$ cat src/rtl/wb_arbiter.sv
// Writeback arbiter: merges in-order pipeline results and buffered long-latency
// results onto the single register-file write port, with a starvation guard.
module wb_arbiter #(
    parameter int XLEN         = 32,
    parameter int STARVE_LIMIT = 4
) (
    input  logic            i_clk,
    input  logic            i_rst_n,
    input  logic            i_wb_valid,
    output logic            o_wb_ready,
    input  logic [4:0]      i_wb_rd,
    input  logic [1:0]      i_wb_sel,
    input  logic [XLEN-1:0] i_wb_alu_result,
    input  logic [XLEN-1:0] i_wb_pc_plus4,
    input  logic [XLEN-1:0] i_wb_load_word,
    input  logic [2:0]      i_wb_funct3,
    input  logic [1:0]      i_wb_addr_lsb,
    input  logic            i_ml_valid,
    output logic            o_ml_ready,
    input  logic [4:0]      i_ml_rd,
    input  logic [XLEN-1:0] i_ml_data,
    output logic [4:0]      o_rd,
    output logic [XLEN-1:0] o_rd_din,
    output logic            o_reg_write,
    output logic            o_buf_valid,
    output logic [4:0]      o_buf_rd
);

    localparam int CNT_W = $clog2(STARVE_LIMIT + 1);
    localparam logic [CNT_W-1:0] LIMIT = CNT_W'(STARVE_LIMIT);

    function automatic logic [XLEN-1:0] load_extract(
        input logic [XLEN-1:0] word,
        input logic [2:0]      funct3,
        input logic [1:0]      lsb
    );
        logic [7:0]  b;
        logic [15:0] h;
        case (lsb)
            2'd0:    b = word[7:0];
            2'd1:    b = word[15:8];
            2'd2:    b = word[23:16];
            default: b = word[31:24];
        endcase
        h = lsb[1] ? word[31:16] : word[15:0];
        case (funct3)
            3'b000:  load_extract = {{(XLEN-8){b[7]}}, b};
            3'b001:  load_extract = {{(XLEN-16){h[15]}}, h};
            3'b100:  load_extract = {{(XLEN-8){1'b0}}, b};
            3'b101:  load_extract = {{(XLEN-16){1'b0}}, h};
            default: load_extract = word;
        endcase
    endfunction

    function automatic logic [CNT_W-1:0] sat_inc(input logic [CNT_W-1:0] cnt);
        sat_inc = (cnt == LIMIT) ? cnt : cnt + 1'b1;
    endfunction

    logic            buf_valid_q, buf_valid_d;
    logic [4:0]      buf_rd_q, buf_rd_d;
    logic [XLEN-1:0] buf_data_q, buf_data_d;
    logic [CNT_W-1:0] starve_cnt_q, starve_cnt_d;
    logic [4:0]      rd_q, rd_d;
    logic [XLEN-1:0] rd_din_q, rd_din_d;
    logic            reg_write_q, reg_write_d;

    logic            force_buf;
    logic [XLEN-1:0] pipe_data;

    assign force_buf  = buf_valid_q && (starve_cnt_q == LIMIT);
    assign o_wb_ready = !force_buf;
    assign o_ml_ready = !buf_valid_q;

    always_comb begin
        case (i_wb_sel)
            2'd1:    pipe_data = load_extract(i_wb_load_word, i_wb_funct3, i_wb_addr_lsb);
            2'd2:    pipe_data = i_wb_pc_plus4;
            default: pipe_data = i_wb_alu_result;
        endcase
    end

    always_comb begin
        buf_valid_d  = buf_valid_q;
        buf_rd_d     = buf_rd_q;
        buf_data_d   = buf_data_q;
        starve_cnt_d = starve_cnt_q;
        rd_d         = rd_q;
        rd_din_d     = rd_din_q;
        reg_write_d  = 1'b0;

        if (force_buf || (!i_wb_valid && buf_valid_q)) begin
            rd_d         = buf_rd_q;
            rd_din_d     = buf_data_q;
            reg_write_d  = (buf_rd_q != 5'd0);
            buf_valid_d  = 1'b0;
            buf_rd_d     = 5'd0;
            starve_cnt_d = '0;
        end else if (i_wb_valid) begin
            rd_d        = i_wb_rd;
            rd_din_d    = pipe_data;
            reg_write_d = (i_wb_rd != 5'd0);
            if (buf_valid_q) begin
                starve_cnt_d = sat_inc(starve_cnt_q);
            end else if (i_ml_valid) begin
                // Port is taken this cycle: park the ML result for a later slot.
                buf_valid_d  = 1'b1;
                buf_rd_d     = i_ml_rd;
                buf_data_d   = i_ml_data;
                starve_cnt_d = '0;
            end
        end else if (i_ml_valid) begin
            rd_d        = i_ml_rd;
            rd_din_d    = i_ml_data;
            reg_write_d = (i_ml_rd != 5'd0);
        end
    end

    always_ff @(posedge i_clk or negedge i_rst_n) begin
        if (!i_rst_n) begin
            buf_valid_q  <= 1'b0;
            buf_rd_q     <= 5'd0;
            buf_data_q   <= '0;
            starve_cnt_q <= '0;
            rd_q         <= 5'd0;
            rd_din_q     <= '0;
            reg_write_q  <= 1'b0;
        end else begin
            buf_valid_q  <= buf_valid_d;
            buf_rd_q     <= buf_rd_d;
            buf_data_q   <= buf_data_d;
            starve_cnt_q <= starve_cnt_d;
            rd_q         <= rd_d;
            rd_din_q     <= rd_din_d;
            reg_write_q  <= reg_write_d;
        end
    end

    assign o_rd        = rd_q;
    assign o_rd_din    = rd_din_q;
    assign o_reg_write = reg_write_q;
    assign o_buf_valid = buf_valid_q;
    assign o_buf_rd    = buf_rd_q;

endmodule

$ cat config.mk
export PLATFORM = sky130hd
export DESIGN_NAME = wb_arbiter
export DESIGN_NICKNAME = d
export VERILOG_FILES = /design/src/rtl/wb_arbiter.sv
export SDC_FILE = /design/constraint.sdc
export NUM_CORES = 1
export LEC_CHECK = 0
export ABC_CLOCK_PERIOD_IN_PS = 3000
export CAP_MARGIN = 20
export CORE_MARGIN = 1.5
export CORE_UTILIZATION = 25
export CTS_CLUSTER_DIAMETER = 150
export DETAILED_ROUTE_END_ITERATION = 10
export HOLD_SLACK_MARGIN = 0.08
export MAX_ROUTING_LAYER = met4
export SYNTH_ARGS = -nofsm -noshare
export SYNTH_HDL_FRONTEND = slang
export SYNTH_SLANG_ARGS = --single-unit
$ cat constraint.sdc
create_clock -name i_clk -period 3 [get_ports i_clk]
set_input_delay 0.6 -clock i_clk [delete_from_list [all_inputs] [get_ports i_clk]]
set_output_delay 0.6 -clock i_clk [all_outputs]
set_load 0.05 [all_outputs]
==> impl_metrics.tcl <==
set metrics [dict create \
    drive_gt1_share_pct 7.39 \
    core_um2 19300 \
    required_ps 2400 \
    rsz0062_at_grt "no" \
    ys_warn_count 0 \
    start_kind "flop" \
    avgSynthCellArea_um2 8.06 \
    final_nets 947 \
    place_area_um2 7220 \
    setup_viol 0 \
    fillCellCount 1963 \
    drc 0 \
    mostFrequentLayoutCells "192 x clkdlybuf4s50_1, 136 x nand2_1, 79 x dfrtp_1" \
    layout_commonest_cell "clkdlybuf4s50_1" \
    path_clk_slew_ps 70 \
    clock-sinks 79 \
    ant_nets 0 \
    layout_min_cycle_time_ps 2580 \
    crit_path_start "starve_cnt_q[0]" \
    avgViaCountPerCell 5.04 \
    path_class "reg2out" \
    drt_pass1_iterations 5 \
    grt_pass1_wl_um 30400 \
    wl_per_cell_um 19.1 \
    synthToLayoutAreaGrowth_pct 54.3 \
    clockBufferDepth 2 \
    r2r_slack_ps 750 \
    dp_cells 1048 \
    finalInstanceArea_um2 7570 \
    post_cts_resized 0 \
    synth_ff_type "dfrtp_1" \
    synth_area_um2 4910 \
    finalSetupTns_ps 0 \
    routabilityCongestion 0.876 \
    final_util_pct 39.1 \
    finalHoldViolations 0 \
    die_h_um 143 \
    tightest_slew_ps 695 \
    min_period_over_period_pct 85.9 \
    ir_drop_uv 263 \
    post-cts-setup-buffer-count 0 \
    die_x_um 143 \
    min_path_type "in2async" \
    clkLatencyLatePin_ps 340 \
    synth_edf_count 0 \
    start_util_pct 25.4 \
    grt.total_usage_pct 20.6 \
    grt-ovfl-total 0 \
    cts_root_buf "clkbuf_16" \
    routed_wl_um 20400 \
    fin_worst_skew_ps 11.6 \
    cts_tree "built" \
    dpl.hpwl_um 15500 \
    finalNonFillerCells 1067 \
    fp-row-count 51 \
    cp-end-kind "primary output" \
    numCtsBuffers 9 \
    status "complete, no violations" \
    num_vias 5378 \
    ys_async_sr_fraction_pct 100 \
    cellPowerDensity_nw_per_um2 522 \
    die-area_um2 20500 \
    antenna_found_initial 3 \
    max_slew_margin_pct 53.7 \
    crit_fanout 4 \
    arrival_ps 1980 \
    grt_max_degree 44 \
    ys_seq_area_share_pct 40.3 \
    hold_buffers 0 \
    rr_worst_depth 8 \
    syn_nets 762 \
    initialDrtViolationCount 374 \
    synthCells 609 \
    p_total_uw 3950 \
    cap_viol_max_count 0 \
    r2r_end "o_rd_din[3]" \
    top_level_ports 195 \
    cts_max_level 3 \
    r2r-start "starve_cnt_q[0]" \
    maxSlewViolCount 0 \
    ys_seq_elements 79 \
    grt_pass1_vias 5214 \
    fmax_mhz 388 \
    synth.distinct_cells 45 \
    numPortBuffers 194 \
    p_leak_uw 0.00315 \
]
[final cells by class]
class	instances	area, um^2	area share (%)
sequential	79	1980	26.1
multi-input combinational	470	2680	35.4
clock buffer	10	239	3.16
inverter	12	45.0	0.595
tap	265	332	4.38
timing repair buffer	222	2180	28.8
clock inverter	5	104	1.37
antenna	4	10.0	0.132
[state kept, by name, indices dropped and copies added (netlist names)]
name,flops
buf_data_q,32
o_rd_din,32
o_buf_rd,5
o_rd,5
starve_cnt_q,3
o_buf_valid,1
o_reg_write,1
[routing by layer]
layer	track usage, %	vias up	wire [um]
met2	31.6	231	9430
met5	-	-	0
met4	9.22	0	584
met3	3.55	32	1530
li1	-	2589	-
met1	26.5	2526	8870
[worst max-delay path: stages, from the launching register on]
cell and delay (ps):
dfrtp_1 390, inv_1 60, ha_1 220, nand3_1 130
clkdlybuf4s50_1 820
[cell usage after synthesis, drive strengths merged, types with 2 or more instances]
master,count,area [um^2]
a211o,7,61.3
a211oi,7,52.6
a21oi,24,120
a221oi,17,155
a22o,17,149
a22oi,11,82.6
a31oi,14,87.6
and2,3,18.8
buf,22,115
clkbuf,26,97.6
dfrtp,79,1980
ha,4,50.1
inv,11,41.3
mux2,5,60.1
mux2i,12,120
nand2,136,510
nand2b,3,18.8
nand3,6,30.0
nor2,74,285
nor2b,2,12.5
nor3,12,65.1
nor3b,2,15.0
o2111ai,7,61.3
o211ai,6,45.0
o21ai,41,216
o221ai,16,159
o22ai,29,181
o31ai,7,52.6
or4,2,15.0
[power by group]
part           internal (uW)  total (uW)  leakage, uW  switching [uW]
Clock                    833        1290     0.000169             453
Combinational            548        1330      0.00201             779
Sequential              1230        1340     0.000973             111
[kinds of logic after synthesis]
kind of cell	after synthesis	share of synthesized area, %
AO/OA/AOI/OAI	207	29.7
adder cells (fa/ha/maj)	4	1.02
buffers and inverters	60	5.25
flip-flops	79	40.3
multiplexers	17	3.67
AND/OR/NAND/NOR	242	20.0
[how the worst max path moves through the flow]
stage	to	slack, ps	cells past startpoint
after global placement	o_rd_din[3]	310	9
final	o_wb_ready	420	4
after global routing	o_wb_ready	330	4
after detailed placement	o_rd_din[21]	290	8
after floorplan	o_rd_din[16]	690	7
after CTS	o_wb_ready	410	4
[per-stage QoR]
stage                     hold slack (ps)  setup slack [ps]
after detailed placement              463               293
final                                 244               423
after global routing                  278               327
after CTS                             264               408
after global placement                460               311
after floorplan                       304               689
Power figures use the tool's default switching activity.
